## config.mk

```make
export PLATFORM = sky130hd
export DESIGN_NAME = dm_port_arbiter
export DESIGN_NICKNAME = d
export VERILOG_FILES = /design/src/rtl/dm_port_arbiter.sv
export SDC_FILE = /design/constraint.sdc
export NUM_CORES = 1
export LEC_CHECK = 0
export CORE_AREA = 5 5 169 106
export DETAILED_ROUTE_END_ITERATION = 6
export DIE_AREA = 0 0 174 111
export GPL_TIMING_DRIVEN = 0
export PLACE_DENSITY = 0.81
export SLEW_MARGIN = 20
export SYNTH_ARGS = -nofsm -noshare
export SYNTH_HDL_FRONTEND = slang
export SYNTH_SLANG_ARGS = --single-unit
```

## constraint.sdc

```tcl
create_clock -name clk -period 2.7 [get_ports clk]
set_clock_uncertainty 0.15 [all_clocks]
set_input_delay 0.405 -clock clk [delete_from_list [all_inputs] [get_ports clk]]
set_output_delay 0.405 -clock clk [all_outputs]
set_load 0.02 [all_outputs]
```

## src/rtl/dm_port_arbiter.sv

```systemverilog
// dm_port_arbiter
//   Shares a single-port data memory (registered read, one-cycle latency)
//   between the CPU load/store port and a DMA/debug port. Round-robin grant
//   evaluated only when idle; writes take 2 cycles, reads take 3 cycles.
//   Also counts CPU stall cycles, saturating at all-ones.
//
// Ports
//   clk, rst                      clock, synchronous active-high reset
//   cpu_req/we/addr/wdata         CPU request, held until cpu_ack
//   cpu_rdata, cpu_ack            CPU read data (held) and completion pulse
//   cpu_stall                     cpu_req & ~cpu_ack
//   dma_*                         same handshake for the DMA port
//   mem_rden/wren/addr/wdata      memory command, driven from registers
//   mem_q                         memory read data, valid cycle after mem_rden
//   stall_cycles                  saturating count of cpu_stall cycles
module dm_port_arbiter #(
   parameter int unsigned DATA_W   = 32,
   parameter int unsigned MEM_BITS = 10,
   parameter int unsigned CNT_W    = 32
) (
   input  logic                clk,
   input  logic                rst,
   input  logic                cpu_req,
   input  logic                cpu_we,
   input  logic [31:0]         cpu_addr,
   input  logic [DATA_W-1:0]   cpu_wdata,
   output logic [DATA_W-1:0]   cpu_rdata,
   output logic                cpu_ack,
   output logic                cpu_stall,
   input  logic                dma_req,
   input  logic                dma_we,
   input  logic [31:0]         dma_addr,
   input  logic [DATA_W-1:0]   dma_wdata,
   output logic [DATA_W-1:0]   dma_rdata,
   output logic                dma_ack,
   output logic                mem_rden,
   output logic                mem_wren,
   output logic [MEM_BITS-1:0] mem_addr,
   output logic [DATA_W-1:0]   mem_wdata,
   input  logic [DATA_W-1:0]   mem_q,
   output logic [CNT_W-1:0]    stall_cycles
);

   typedef enum logic [1:0] {IDLE, ISSUE, RESP} state_e;
   typedef enum logic {PORT_CPU, PORT_DMA} port_e;

   state_e              state_q;
   port_e               last_grant_q;
   port_e               owner_q;
   logic                cmd_we_q;
   logic                cpu_ack_q;
   logic                dma_ack_q;
   logic [DATA_W-1:0]   cpu_rdata_q;
   logic [DATA_W-1:0]   dma_rdata_q;
   logic                mem_rden_q;
   logic                mem_wren_q;
   logic [MEM_BITS-1:0] mem_addr_q;
   logic [DATA_W-1:0]   mem_wdata_q;
   logic [CNT_W-1:0]    stall_q;

   logic                cpu_wins_d;
   port_e               winner_d;
   logic                win_we_d;
   logic [MEM_BITS-1:0] win_addr_d;
   logic [DATA_W-1:0]   win_wdata_d;
   logic [CNT_W-1:0]    stall_d;
   logic                addr_unused;

   // Upper address bits are intentionally discarded.
   assign addr_unused = ^{cpu_addr[31:MEM_BITS], dma_addr[31:MEM_BITS]};

   // CPU wins when alone, or on a tie when DMA had the previous grant.
   always_comb begin
      cpu_wins_d  = cpu_req & (~dma_req | (last_grant_q == PORT_DMA));
      winner_d    = cpu_wins_d ? PORT_CPU : PORT_DMA;
      win_we_d    = cpu_wins_d ? cpu_we : dma_we;
      win_addr_d  = cpu_wins_d ? cpu_addr[MEM_BITS-1:0] : dma_addr[MEM_BITS-1:0];
      win_wdata_d = cpu_wins_d ? cpu_wdata : dma_wdata;
   end

   always_comb begin
      stall_d = stall_q;
      if (cpu_stall && (stall_q != '1)) begin
         stall_d = stall_q + CNT_W'(1);
      end
   end

   // The mem_addr/mem_wdata registers double as the latched command: they are
   // loaded on the grant edge and hold until the next grant.
   always_ff @(posedge clk) begin
      if (rst) begin
         state_q      <= IDLE;
         last_grant_q <= PORT_DMA;
         owner_q      <= PORT_CPU;
         cmd_we_q     <= 1'b0;
         cpu_ack_q    <= 1'b0;
         dma_ack_q    <= 1'b0;
         cpu_rdata_q  <= '0;
         dma_rdata_q  <= '0;
         mem_rden_q   <= 1'b0;
         mem_wren_q   <= 1'b0;
         mem_addr_q   <= '0;
         mem_wdata_q  <= '0;
         stall_q      <= '0;
      end else begin
         stall_q    <= stall_d;
         cpu_ack_q  <= 1'b0;
         dma_ack_q  <= 1'b0;
         mem_rden_q <= 1'b0;
         mem_wren_q <= 1'b0;
         unique case (state_q)
            IDLE: begin
               if (cpu_req || dma_req) begin
                  owner_q      <= winner_d;
                  last_grant_q <= winner_d;
                  cmd_we_q     <= win_we_d;
                  mem_addr_q   <= win_addr_d;
                  mem_wdata_q  <= win_wdata_d;
                  mem_wren_q   <= win_we_d;
                  mem_rden_q   <= ~win_we_d;
                  // Writes complete during the ISSUE cycle itself.
                  cpu_ack_q    <= win_we_d & cpu_wins_d;
                  dma_ack_q    <= win_we_d & ~cpu_wins_d;
                  state_q      <= ISSUE;
               end
            end
            ISSUE: begin
               if (cmd_we_q) begin
                  state_q <= IDLE;
               end else begin
                  cpu_ack_q <= (owner_q == PORT_CPU);
                  dma_ack_q <= (owner_q == PORT_DMA);
                  state_q   <= RESP;
               end
            end
            RESP: begin
               if (owner_q == PORT_CPU) begin
                  cpu_rdata_q <= mem_q;
               end else begin
                  dma_rdata_q <= mem_q;
               end
               state_q <= IDLE;
            end
            default: state_q <= IDLE;
         endcase
      end
   end

   // Read data is forwarded from mem_q during RESP and held in the register
   // afterwards, so it is valid in the same cycle as the ack.
   assign cpu_rdata = ((state_q == RESP) && (owner_q == PORT_CPU)) ? mem_q : cpu_rdata_q;
   assign dma_rdata = ((state_q == RESP) && (owner_q == PORT_DMA)) ? mem_q : dma_rdata_q;

   // Gating by rst keeps an access that is being reset from committing or acking.
   assign cpu_ack      = cpu_ack_q & ~rst;
   assign dma_ack      = dma_ack_q & ~rst;
   assign mem_rden     = mem_rden_q & ~rst;
   assign mem_wren     = mem_wren_q & ~rst;
   assign mem_addr     = mem_addr_q;
   assign mem_wdata    = mem_wdata_q;
   assign cpu_stall    = cpu_req & ~cpu_ack;
   assign stall_cycles = stall_q;

endmodule

```

# Yosys cells after proc, flatten, opt, wreduce, memory -nomap -nowiden

Index checks and enable logic that the tools add are counted.

Bits in registers: 147
Bits in latches: 0
RAM bits: 0
Memory bits (read-only): 0
Input bits: 166
Memories: 0

Add/sub/neg operators: 1
Multiply operators: 0
Divide/modulo/power cells: 0
Order comparisons: 0
Equality and inequality tests: 4
Shift-type cells: 0
Mux-type cells: 15
Bitwise gates (word level): 17
Reductions and logical operators: 9

Operators with widths:

| cell                                                                  | count |
|---|---|
| 32-bit two-way mux                                                    | 3 |
| 32-bit by 1-bit adder with 32-bit output, second input constant       | 1 |
| 32-bit != test, second input constant                                 | 1 |
| 10-bit two-way mux                                                    | 1 |
| 1-bit bitwise AND                                                     | 8 |
| 1-bit inverter                                                        | 8 |
| 1-bit two-way mux                                                     | 6 |
| 2-bit AND reduction                                                   | 3 |
| 2-bit two-way mux                                                     | 2 |
| 1-bit case mux with 2 select lines                                    | 2 |
| 2-bit case mux with 2 select lines                                    | 1 |
| 1-bit logical AND                                                     | 3 |
| 3-bit OR reduction                                                    | 1 |
| 2-bit by 1-bit equality test with 1-bit output, second input constant | 1 |
| 2-bit equality test, second input constant                            | 1 |
| 2-bit logical NOT                                                     | 1 |
| 2-bit != test, second input constant                                  | 1 |
| 1-bit logical OR                                                      | 1 |
| 1-bit OR                                                              | 1 |

# Longest topological paths before layout

Depth in word-level cells: 7
Gate-level depth with buffers: 9
Gate-level depth less buffers: 6

# Least setup slack after synthesis

No wires, ideal clock.

Path kind: reg2reg
Start point: register stall_q[26] (netlist: stall_cycles[26])
End point: register stall_q[21] (netlist: stall_cycles[21])
Data arrival time: 1.999 ns
Required time: 2.429 ns
Setup slack: 0.430 ns
Stages on the path, launching flop included: 7
Buffers on the path: 1
Period minus slack after synthesis: 2.270 ns
Path through: dfxtp_1 -> nand4_1 -> or4_4 -> o31ai_4 -> buf_6 -> nor4_1 -> mux2_4

Word-level cells in the longest chain between the ends: 2

Ends and longest elaborated chain:

| item                   | RTL line | text |
|---|---|---|
| from (decl)            | 59       | `logic [CNT_W-1:0] stall_q;` |
| from (signal assigned) | 106      | `stall_q <= stall_d;` |
| 32-bit != test         | 83       | `if (cpu_stall && (stall_q != '1)) begin` |
| 1-bit logical AND      | 83       |  |

No other way between the ends.
A chain may end at the register's enable or synchronous reset.

# Worst setup path in the final report

Start point: register state_q[0]
End point: output port dma_rdata[5]

Word-level cells in the longest chain between the ends: 3

Ends and longest elaborated chain:

| item                   | RTL line | text |
|---|---|---|
| from (decl)            | 47       | `state_e state_q;` |
| from (signal assigned) | 92       | `state_q <= IDLE;` |
| from (signal assigned) | 124      | `state_q <= ISSUE;` |
| from (signal assigned) | 129      | `state_q <= IDLE;` |
| 2-bit equality test    | 152      | `assign dma_rdata = ((state_q == RESP) && (owner_q == PORT_DMA)) ? mem_q : dma_rdata_q;` |
| 1-bit logical AND      | 152      |  |
| 32-bit two-way mux     | 152      |  |
| to (decl)              | 34       | `output logic [DATA_W-1:0] dma_rdata,` |

No other way between the ends.

==> summary.md <==
| Metric | Value |
|---|---|
| Port buffer count | `263` |
| Post-synthesis sequential area ratio | `46.3%` |
| Via count | `5948` |
| Layout cell share with drive strength beyond 1 | `14.3%` |
| Die area | `19300 µm²` |
| Syn_area_per_cell | `9.95 µm²` |
| Post-placement cell area | `9250 µm²` |
| Power per Cell Area | `575 nW/µm²` |
| Die W | `174 µm` |
| Core box area | `16000 µm²` |
| Setup violators final | `0` |
| Tightest Pin Transition | `0.699 ns` |
| GR peak layer | `met2` |
| CP Max Fanout | `10` |
| Hold WS | `0.291 ns` |
| Top_reg_cell synth | `dfxtp_1` |
| Post-synth EDFFs | `0` |
| GRT Residual Overflow | `0` |
| Post-synth top area share | `46.3%` |
| DIE HEIGHT | `111 µm` |
| Met1 Usage GRT | `28.2%` |
| Ports | `309` |
| Commonest non-fill, non-tap cells in the layout | `clkdlybuf4s50_1 (200), dfxtp_1 (145), and2_1 (68)` |
| Lkg Pwr | `4.45 nW` |
| Root Driver | `clkbuf_16` |
| Fin crit period | `2.63 ns` |
| Placer Congestion | `0.834` |
| GRT met2 Usage | `34.6%` |
| Max Clk Rate | `380 MHz` |
| Mapped cell area | `6350 µm²` |
| # nets final | `1093` |
| CP peak stage delay | `0.55 ns` |
| Relative slew slack | `52.2%` |
| Worst path bufs/invs | `2` |
| Hold Violations, Final | `0` |
| Status | `finished, final reports clean` |
| Largest delay contributor family on the critical path | `buffers and inverters` |
| First-pass GRT wire length | `33000 µm` |
| Most common library cell in the layout ignoring fill and taps | `clkdlybuf4s50_1` |
| Vias per cell | `5.18` |
| DRC violation count after routing | `0` |
| Crit path cell chain | `nand3b_1, buf_4, mux2_2, clkdlybuf4s50_1` |
| Gr usage total | `21.5%` |
| Mapped Cells | `638` |
| Clk buf depth | `2` |
| Yosys reg bits | `147` |
| Row count | `36` |
| WL final | `21400 µm` |
| Largest net degree at the start of global routing | `17` |
| Met3 Use GR | `5.79%` |
| Crit start category | `flop` |
| Max_cap viols | `0` |
| Clock Sinks | `147` |
| First DRT Iteration DRCs | `307` |
| YS warnings | `0` |
| RSZ-0062 raised after global routing | `no` |
| Hpwl dp | `16400 µm` |
| Crit path capture type | `primary output` |
| Worst hold-check path type | `in2reg` |
| Post-Syn Nets | `805` |
| Clock insertion delay at the later pin of the skew report | `0.42 ns` |
| Worst Path Required | `2.14 ns` |
| Num CTS Buffers | `17` |
| WS Path Type | `reg2out` |
| CP arrival | `2.08 ns` |
| Hold_buf cts | `0` |
| Starting Density | `39.6%` |
| Number of global-route vias before repair | `5798` |
| Slowest CP cell | `clkdlybuf4s50_1` |
| Max-slew violation count | `0` |
| Peak VDD IR | `0.348 mV` |
| Routed Antenna Nets | `0` |
| Reg clk slew, reported paths | `0.06 ns` |
| Largest cells by area after synthesis | `dfxtp_1 (46%), mux2_2 (12%), and2_1 (6.7%)` |
| H-tree Lvls | `4` |
| DRT Pass-1 Iters | `5` |
| Routed wire per std cell | `18.6 µm` |
| CTS tree | `built` |
| Fin crit share | `97.5%` |
| Initial antenna violation count | `0` |
| Yosys top cell by area | `dfxtp_1` |
| Post-route cell area | `9940 µm²` |
| Asr flop ratio synth | `0%` |
| Count of different cell masters after synthesis | `50` |
| Area added between synthesis and finish | `56.5%` |
-- sequential cells by signal, indices dropped and copies added, names as in the netlist, 2 cells and up --
register and count:
cpu_rdata_q 32, dma_rdata_q 32, mem_wdata 32, stall_cycles 32, mem_addr 10, state_q 2
-- path summary, 6_finish.rpt --
check | from | end | slack (ns) | depth (start not counted)
max | state_q[0] | dma_rdata[5] | 0.07 | 4
min | rst | state_q[0] | 0.29 | 2
max reg2reg | stall_cycles[20] | stall_cycles[29] | 0.17 | 5
min reg2reg | cmd_we_q | cmd_we_q | 0.34 | 1
-- logic make-up (layout without fill, tap and decap cells) --
| group | Yosys count | in the layout | synth area share [%] |
|---|---|---|---|
| AOI/OAI and AO/OA | 96 | 96 | 10.5 |
| xor gates and xnor gates | 4 | 4 | 0.552 |
| adders and majority gates | 1 | 1 | 0.197 |
| buffers and inverters | 55 | 356 | 3.70 |
| DFF | 147 | 147 | 46.3 |
| muxes | 113 | 113 | 19.4 |
| other | 0 | 1 | 0 |
| and+or+nand+nor | 222 | 222 | 19.3 |
-- synthesized netlist by cell type (2+ instances only) --
master and instances:
o21a_1 2, a21oi_1 20, nand4_1 11, buf_6 3
or4_1 7, clkbuf_1 28, mux2_4 3, buf_2 5
mux2_1 2, and4_1 4, nor2_1 60, nand2b_1 2
nor2b_1 9, o21ai_0 6, a31oi_1 2, nand2_1 14
or4b_1 2, nor3_1 6, o31ai_1 8, or3_1 9
a211oi_1 44, buf_1 8, o41ai_1 3, mux2_2 66
nand3_1 11, dfxtp_1 147, and2_1 68, nor4_1 5
and3_1 6, xnor2_1 3, inv_1 10, o21ai_1 5
mux2i_1 42
-- per-stage QoR --
step / power (mW) / std cells / TNS [ns] / setup WS (ns) / util [%]
after global placement: 3.41 / 1110 / -13.89 / -0.524 / 57.7
after detailed placement: 3.42 / 1110 / -13.53 / -0.522 / 57.7
after CTS: 5.76 / 1147 / -3.11 / -0.161 / 61.5
after global routing: 5.93 / 1148 / 0 / 0.00847 / 62.0
final: 5.72 / 1149 / 0 / 0.0679 / 62.0
after floorplan: 2.88 / 638 / 0 / 0.430 / -
-- power breakdown --
group | switching (mW) | internal [mW]
Combinational | 0.521 | 0.511
Clock | 1.04 | 1.31
Sequential | 0.0538 | 2.28
-- metal layers --
metal / vias to the layer above / share of wire (%)
met4: 0 / 2.3
met3: 27 / 5.6
met1: 2875 / 46
met2: 188 / 46
met5: - / 0
li1: 2858 / -
-- layout make-up --
class | instances | area, µm²
repair buffers | 269 | 2670
inverters | 11 | 41.3
fillers | 1347 | 6100
diodes | 1 | 2.50
well taps | 209 | 262
clock buffers | 17 | 425
flip-flops and latches | 147 | 2950
plain buffers | 44 | 243
multi-input cells | 436 | 3190
clock inverters | 15 | 159
-- timing repair --
action                                 CTS  global route
endpoints found under the hold margin    0             0
gates resized for setup                 59            32
setup endpoints to repair               62            43
cloned                                   1             0
buffers inserted                         4             1
Power figures use the tool's default switching activity.
